## config.mk

```make
export PLATFORM = sky130hd
export DESIGN_NAME = alu_arbiter_flat
export DESIGN_NICKNAME = d
export VERILOG_FILES = /design/src/rtl/alu_pkg.sv /design/src/rtl/alu_arbiter_if.sv /design/src/rtl/alu.sv /design/src/rtl/alu_arbiter.sv /design/src/flat_wrapper.sv
export SDC_FILE = /design/constraint.sdc
export NUM_CORES = 1
export LEC_CHECK = 0
export BUFFER_PORTS_ARGS = -buffer_cell sky130_fd_sc_hd__buf_2
export CORE_UTILIZATION = 55
export CTS_CLUSTER_DIAMETER = 120
export DETAILED_ROUTE_END_ITERATION = 10
export PLACE_DENSITY = 0.83
export SYNTH_ARGS = -nofsm -noshare
export SYNTH_HDL_FRONTEND = slang
export SYNTH_SLANG_ARGS = --single-unit
```

## constraint.sdc

```tcl
create_clock -name clk -period 6.67 [get_ports clk]
set_input_delay 0.667 -clock clk [delete_from_list [all_inputs] [get_ports clk]]
set_output_delay 0.667 -clock clk [all_outputs]
set_load 0.05 [all_outputs]
```

## src/rtl/alu_pkg.sv

```systemverilog
// Shared types for the ALU arbiter slice.
//   alu_op_e    : 4-bit ALU control codes (unlisted codes behave as ADD)
//   arb_state_e : occupancy of the one-entry output register
package alu_pkg;

    typedef enum logic [3:0] {
        ALU_AND = 4'b0000,
        ALU_OR  = 4'b0001,
        ALU_ADD = 4'b0010,
        ALU_XOR = 4'b0011,
        ALU_SUB = 4'b0110
    } alu_op_e;

    typedef enum logic {
        ST_EMPTY = 1'b0,
        ST_FULL  = 1'b1
    } arb_state_e;

endpackage

```

## src/rtl/alu_arbiter_if.sv

```systemverilog
// Handshake bundle between two requesters, the arbiter and one result consumer.
//   reqN_valid/ready/in1/in2/ctrl : request port N (N = 0, 1)
//   rsp_valid/ready/id/result/zero/sign : registered response port
// Modports: slave = arbiter side, master = requester/consumer side.
interface alu_arbiter_if #(
    parameter int REG_WIDTH = 32
);
    logic                 req0_valid, req0_ready;
    logic [REG_WIDTH-1:0] req0_in1, req0_in2;
    logic [3:0]           req0_ctrl;
    logic                 req1_valid, req1_ready;
    logic [REG_WIDTH-1:0] req1_in1, req1_in2;
    logic [3:0]           req1_ctrl;
    logic                 rsp_valid, rsp_ready;
    logic                 rsp_id;
    logic [REG_WIDTH-1:0] rsp_result;
    logic                 rsp_zero, rsp_sign;

    modport slave (
        input  req0_valid, req0_in1, req0_in2, req0_ctrl,
        input  req1_valid, req1_in1, req1_in2, req1_ctrl,
        input  rsp_ready,
        output req0_ready, req1_ready,
        output rsp_valid, rsp_id, rsp_result, rsp_zero, rsp_sign
    );

    modport master (
        output req0_valid, req0_in1, req0_in2, req0_ctrl,
        output req1_valid, req1_in1, req1_in2, req1_ctrl,
        output rsp_ready,
        input  req0_ready, req1_ready,
        input  rsp_valid, rsp_id, rsp_result, rsp_zero, rsp_sign
    );
endinterface

```

## src/rtl/alu.sv

```systemverilog
// Combinational ALU.
//   in1, in2 : signed operands (two's complement, so add/sub are sign-agnostic)
//   ctrl     : operation code; any code not listed in alu_op_e adds
//   result   : operation result, wraps modulo 2^REG_WIDTH
//   zero     : result is all zeros
//   sign     : result MSB
module alu
    import alu_pkg::*;
#(
    parameter int REG_WIDTH = 32
) (
    input  logic [REG_WIDTH-1:0] in1,
    input  logic [REG_WIDTH-1:0] in2,
    input  logic [3:0]           ctrl,
    output logic [REG_WIDTH-1:0] result,
    output logic                 zero,
    output logic                 sign
);

    always_comb begin
        result = in1 + in2;
        case (ctrl)
            ALU_AND: result = in1 & in2;
            ALU_OR:  result = in1 | in2;
            ALU_XOR: result = in1 ^ in2;
            ALU_SUB: result = in1 - in2;
            default: result = in1 + in2;
        endcase
    end

    assign zero = (result == '0);
    assign sign = result[REG_WIDTH-1];

endmodule

```

## src/rtl/alu_arbiter.sv

```systemverilog
// Two-requester round-robin front end for a shared ALU with a one-entry
// registered output (one-cycle latency, full throughput).
//   clk, rst_n : clock, asynchronous active-low reset
//   bus        : alu_arbiter_if.slave (request ports 0/1, response port)
//   grant_cnt0/1 : saturating per-requester accept counters, present only
//                  when ALU_ARB_STATS_EN is defined
module alu_arbiter
    import alu_pkg::*;
#(
    parameter int REG_WIDTH = 32
) (
    input  logic        clk,
    input  logic        rst_n,
    alu_arbiter_if.slave bus
`ifdef ALU_ARB_STATS_EN
    ,
    output logic [15:0] grant_cnt0,
    output logic [15:0] grant_cnt1
`endif
);

    arb_state_e           state, state_nxt;
    logic                 last_gnt;   // requester granted at the last accept
    logic                 pick;       // requester that would win this cycle
    logic                 cap;
    logic                 accept;
    logic [REG_WIDTH-1:0] alu_in1, alu_in2, alu_res;
    logic [3:0]           alu_ctrl;
    logic                 alu_zero, alu_sign;

    // Capacity gated by rst_n so both readys drop the moment reset asserts.
    assign cap = rst_n && ((state == ST_EMPTY) || bus.rsp_ready);

    // Ready is driven from the arbitration result alone: an idle cycle
    // still offers ready to requester 0, so no port waits on its own valid.
    assign pick = (bus.req0_valid && bus.req1_valid) ? ~last_gnt : bus.req1_valid;

    assign bus.req0_ready = cap && !pick;
    assign bus.req1_ready = cap &&  pick;

    assign accept = (bus.req0_ready && bus.req0_valid) ||
                    (bus.req1_ready && bus.req1_valid);

    assign alu_in1  = pick ? bus.req1_in1  : bus.req0_in1;
    assign alu_in2  = pick ? bus.req1_in2  : bus.req0_in2;
    assign alu_ctrl = pick ? bus.req1_ctrl : bus.req0_ctrl;

    alu #(.REG_WIDTH(REG_WIDTH)) u_alu (
        .in1    (alu_in1),
        .in2    (alu_in2),
        .ctrl   (alu_ctrl),
        .result (alu_res),
        .zero   (alu_zero),
        .sign   (alu_sign)
    );

    always_ff @(posedge clk or negedge rst_n) begin
        if (!rst_n) state <= ST_EMPTY;
        else        state <= state_nxt;
    end

    always_comb begin
        state_nxt = state;
        case (state)
            ST_EMPTY: if (accept) state_nxt = ST_FULL;
            ST_FULL: begin
                if (accept)             state_nxt = ST_FULL;
                else if (bus.rsp_ready) state_nxt = ST_EMPTY;
            end
            default: state_nxt = ST_EMPTY;
        endcase
    end

    assign bus.rsp_valid = (state == ST_FULL);

    // Output register loads only on accept, so a stalled result holds.
    always_ff @(posedge clk or negedge rst_n) begin
        if (!rst_n) begin
            bus.rsp_result <= '0;
            bus.rsp_zero   <= 1'b0;
            bus.rsp_sign   <= 1'b0;
            bus.rsp_id     <= 1'b0;
            last_gnt       <= 1'b1;   // requester 0 wins first contention
        end else if (accept) begin
            bus.rsp_result <= alu_res;
            bus.rsp_zero   <= alu_zero;
            bus.rsp_sign   <= alu_sign;
            bus.rsp_id     <= pick;
            last_gnt       <= pick;
        end
    end

`ifdef ALU_ARB_STATS_EN
    always_ff @(posedge clk or negedge rst_n) begin
        if (!rst_n) begin
            grant_cnt0 <= '0;
            grant_cnt1 <= '0;
        end else if (accept) begin
            if (!pick && grant_cnt0 != 16'hFFFF) grant_cnt0 <= grant_cnt0 + 16'd1;
            if ( pick && grant_cnt1 != 16'hFFFF) grant_cnt1 <= grant_cnt1 + 16'd1;
        end
    end
`endif

endmodule

```

## src/flat_wrapper.sv

```systemverilog
// flat-port wrapper written by rule: the top's interface ports become plain ports
module alu_arbiter_flat import alu_pkg::*;
#(
    parameter int REG_WIDTH = 32
)
  (clk, rst_n, bus_req0_valid, bus_req0_in1, bus_req0_in2, bus_req0_ctrl, bus_req1_valid, bus_req1_in1, bus_req1_in2, bus_req1_ctrl, bus_rsp_ready, bus_req0_ready, bus_req1_ready, bus_rsp_valid, bus_rsp_id, bus_rsp_result, bus_rsp_zero, bus_rsp_sign);
  alu_arbiter_if #(.REG_WIDTH(REG_WIDTH)) bus_i ();
  input  logic clk;
  input  logic rst_n;
  input wire logic [$bits(bus_i.req0_valid)-1:0] bus_req0_valid;
  input wire logic [$bits(bus_i.req0_in1)-1:0] bus_req0_in1;
  input wire logic [$bits(bus_i.req0_in2)-1:0] bus_req0_in2;
  input wire logic [$bits(bus_i.req0_ctrl)-1:0] bus_req0_ctrl;
  input wire logic [$bits(bus_i.req1_valid)-1:0] bus_req1_valid;
  input wire logic [$bits(bus_i.req1_in1)-1:0] bus_req1_in1;
  input wire logic [$bits(bus_i.req1_in2)-1:0] bus_req1_in2;
  input wire logic [$bits(bus_i.req1_ctrl)-1:0] bus_req1_ctrl;
  input wire logic [$bits(bus_i.rsp_ready)-1:0] bus_rsp_ready;
  output wire logic [$bits(bus_i.req0_ready)-1:0] bus_req0_ready;
  output wire logic [$bits(bus_i.req1_ready)-1:0] bus_req1_ready;
  output wire logic [$bits(bus_i.rsp_valid)-1:0] bus_rsp_valid;
  output wire logic [$bits(bus_i.rsp_id)-1:0] bus_rsp_id;
  output wire logic [$bits(bus_i.rsp_result)-1:0] bus_rsp_result;
  output wire logic [$bits(bus_i.rsp_zero)-1:0] bus_rsp_zero;
  output wire logic [$bits(bus_i.rsp_sign)-1:0] bus_rsp_sign;
  assign bus_i.req0_valid = bus_req0_valid;
  assign bus_i.req0_in1 = bus_req0_in1;
  assign bus_i.req0_in2 = bus_req0_in2;
  assign bus_i.req0_ctrl = bus_req0_ctrl;
  assign bus_i.req1_valid = bus_req1_valid;
  assign bus_i.req1_in1 = bus_req1_in1;
  assign bus_i.req1_in2 = bus_req1_in2;
  assign bus_i.req1_ctrl = bus_req1_ctrl;
  assign bus_i.rsp_ready = bus_rsp_ready;
  assign bus_req0_ready = bus_i.req0_ready;
  assign bus_req1_ready = bus_i.req1_ready;
  assign bus_rsp_valid = bus_i.rsp_valid;
  assign bus_rsp_id = bus_i.rsp_id;
  assign bus_rsp_result = bus_i.rsp_result;
  assign bus_rsp_zero = bus_i.rsp_zero;
  assign bus_rsp_sign = bus_i.rsp_sign;
  alu_arbiter #(.REG_WIDTH(REG_WIDTH)) u_core (.clk(clk), .rst_n(rst_n), .bus(bus_i));
endmodule
```

==> results by group <==
Global routing
  – Largest net degree at the start of global routing: 60
  – First-pass GRT wire length: 32710 um
  – Initial antenna violation count: 0
  – Tot GR Track Use: 0.3192
  – Total congestion overflow: 0
  – Vias in the first global route: 6574

Power
  – Power consumption: 1.981 mW
  – Cell Pwr Density: 251.0 mW/mm^2
  – Clock power share: 0.109
  – Combinational power share: 0.714
  – Sw frac: 0.5436
  – Maximum vdd drop: 0.0001642 V
  – P_int: 0.9039 mW
  – Switch Pwr: 1.077 mW
  – Sequential Power Share: 0.177
  – Leakage power: 4.041 nW

Yosys
  – Main synth FF type: dfrtp_1
  – EDFF count, synth: 0
  – Syn_area_per_cell: 7.602 um^2
  – Mapped cell area: 0.006797 mm^2
  – Mapped Nets: 1132
  – Post-synthesis sequential area ratio: 0.1327
  – Post-synthesis register bit count: 36
  – Number of distinct library cells after synthesis: 77
  – Synthesized instance count: 894
  – Yosys warnings: 0
  – Post-synth ARST share: 1.000

Route
  – Initial DRC Count: 750
  – Post-Route WL: 20600 um
  – Pre-antenna DRT Iters: 6
  – Post-route ant nets: 0
  – Routed vias: 7284
  – Routed len/inst: 17.25 um
  – Vias per cell: 6.101
  – DRC viols: 0

Clocking
  – Hold Buf Count CTS: 0
  – H-tree Lvls: 2
  – Clock tree buffer depth: 2
  – Post-CTS resize count: 0
  – Clock-pin transition on the worst setup and hold timing paths: 0.05 ns
  – TritonCTS clock tree: built
  – Root Buffer: clkbuf_16
  – Clk_lat worst skew: 0.27 ns
  – CTS buffer count: 5
  – Post-CTS Setup Repair Bufs: 0
  – # clock sinks: 36

Placed design
  – Place WS: 0.6340 ns
  – Buffers on Ports: 178
  – DP HPWL: 16540 um
  – DP Cell Count: 1186
  – Final Wtd Congestion: 0.9880

Setup path
  – Critical Path Sink Type: flop
  – CP Cell Sequence: a21bo_4 -> mux2i_1 -> ha_1 -> o211ai_1 -> or3_1 -> nor3_1 -> and3_1 -> and3_1 -> and3_1 -> a31oi_1 -> xnor2_1 -> ha_1 -> a21oi_1 -> nor2b_1 -> or2_2 -> o311ai_0 -> o211ai_1 -> a2111oi_2 -> nand4_1 -> o21ai_1
  – Worst R2R Start: u_core.last_gnt$_DFFE_PN1P_
  – Crit path DAT: 6.01 ns
  – Crit-path slowest cell: dfstp_2
  – Worst r2r dst: u_core.bus.rsp_zero$_DFFE_PN0P_
  – CP max stage delay: 0.55 ns
  – Crit Path Max Fanout: 33
  – R2R setup slack: 0.86 ns
  – Critical Path Source Type: flop
  – CP Class: flop to flop
  – Reg2Reg Depth: 20
  – WP data required: 6.87 ns
  – Most Frequent Cell on Critical Path: and3_1

Timing
  – Fin worst setup slack: 0.8582 ns
  – Slew Viols, Final: 0
  – Fmax: 172.1 MHz
  – RSZ-0062 raised after global routing: false
  – Rel. slew slack: 0.1986
  – Hold Fails Final Rpt: 0
  – Hold Worst Slack: 0.4701 ns
  – Actual slew at the worst max-slew pin: 1.189 ns
  – Crit path time final: 5.812 ns
  – Period utilization: 0.8713
  – Setup Viol. Count Final: 0
  – Clk_skew: 0.003384 ns
  – Fin Setup TNS: 0 ns

Floorplan
  – Core Area: 0.01201 mm^2
  – Row cnt: 40
  – Num ports: 179
  – Die Y-Extent: 113.2 um
  – Starting density of the core: 0.5658
  – Die width: 113.2 um
  – DIE AREA: 0.01281 mm^2

Finish
  – FILL cells: 1052
  – Sequential Area: 902.1 um^2
  – Layout cells sized above 1: 0.2187
  – Nets: 1284
  – Area growth syn-to-layout: 16.11%
  – Number of inserted diodes: 0
  – Footprint of the multi-input gates: 0.005435 mm^2
  – Final Non-Filler Cells: 1194

Job
  – Max-cap viol count: 0

Outcome
  – Outcome: completed

Worst hold path
  – Hold crit path type: input port to asynchronous set/reset pin
-- worst max-delay path: cells and delay by family (launching register included) --
| family | cells | cell delay [ns] |
|---|---|---|
| AO/OA/AOI/OAI | 8 | 1.94 |
| XOR/XNOR | 1 | 0.17 |
| adder cells (fa/ha/maj) | 2 | 0.63 |
| flip-flops | 1 | 0.55 |
| multiplexers | 1 | 0.43 |
| AND/OR/NAND/NOR | 8 | 1.97 |
-- worst max-delay path by stage --
stage                                            from                               to  slack (ns)  cells past startpoint
after floorplan                        bus_req1_valid  u_core.bus.rsp_zero$_DFFE_PN0P_        0.31                     26
after global placement                 bus_req1_valid  u_core.bus.rsp_zero$_DFFE_PN0P_        0.83                     21
after detailed placement               bus_req1_valid  u_core.bus.rsp_zero$_DFFE_PN0P_        0.63                     21
after CTS                 u_core.last_gnt$_DFFE_PN1P_  u_core.bus.rsp_zero$_DFFE_PN0P_        0.93                     20
after global routing      u_core.last_gnt$_DFFE_PN1P_  u_core.bus.rsp_zero$_DFFE_PN0P_        0.38                     20
final                     u_core.last_gnt$_DFFE_PN1P_  u_core.bus.rsp_zero$_DFFE_PN0P_        0.86                     20
-- metrics by stage --
step                      cell area, um^2  utilization
final                                7891       0.6570
after global routing                 7891       0.6570
after detailed placement             7754       0.6455
after global placement               7754       0.6455
after CTS                            7891       0.6570
after floorplan                      6797            -
-- area by class of cell --
type	count	area share
timing repair buffer	187	0.1215
clock buffer	7	0.01681
tap	147	0.02331
clock inverter	1	0.0006342
inverter	73	0.03472
multi-input combinational	743	0.6888
sequential	36	0.1143
-- placed cells by master (no fill, tap or decap), types with 7 or more instances in the layout --
cell,count
inv_1,70
nand3_1,12
o21ai_0,74
o211ai_1,9
xor2_1,7
buf_2,178
a21oi_1,59
buf_4,9
a211oi_1,12
nand4_1,9
mux2_2,11
mux2i_1,65
a31oi_1,9
nor3_1,35
nand2_1,97
xnor2_1,49
dfrtp_1,35
nor2_1,60
nand2b_1,9
ha_1,96
a21o_1,9
-- per-layer routing --
metal  up-vias  part of all wire  global-route usage
met5         -                 0                   0
met2       378              0.45              0.5231
met1      3348              0.44              0.4349
met3        43             0.092             0.04017
met4         0             0.025              0.1026
li1       3515                 -                   -
-- kinds of logic after synthesis --
logic type               count (synthesis)  share of synthesized area
flip-flops                              36                     0.1327
buffers and inverters                  115                    0.07198
adder cells (fa/ha/maj)                 97                     0.1797
multiplexers                            81                     0.1257
AO/OA/AOI/OAI                          238                     0.2248
XOR/XNOR                                56                    0.07216
AND/OR/NAND/NOR                        271                     0.1929
-- flip-flops by register name, summed over array words and instances (netlist names) --
signal and flops:
u_core.bus.rsp_id 1, u_core.bus.rsp_result 31, u_core.bus.rsp_sign 1, u_core.bus.rsp_valid 1, u_core.bus.rsp_zero 1, u_core.last_gnt 1
-- power groups by stage --
stage / clock [mW] / sequential, mW / combinational, mW
after floorplan: 0 / 0.646 / 0.737
after global placement: 0 / 0.348 / 1.37
after detailed placement: 0 / 0.353 / 1.38
after CTS: 0.218 / 0.351 / 1.39
after global routing: 0.226 / 0.360 / 1.52
final: 0.216 / 0.350 / 1.41
-- synth_stat cells (all sizes together) (12+ instances only) --
cell type   n  area share
nand2      98       0.054
ha         96        0.18
o21ai      78       0.057
inv        73       0.040
mux2i      69        0.11
nor2       61       0.035
a21oi      59       0.043
xnor2      49       0.063
dfrtp      35        0.13
nor3       35       0.026
clkbuf     23       0.013
buf        19       0.019
a211oi     12       0.013
mux2       12       0.020
nand3      12      0.0088
No activity file was read; power rests on OpenSTA's default activity.
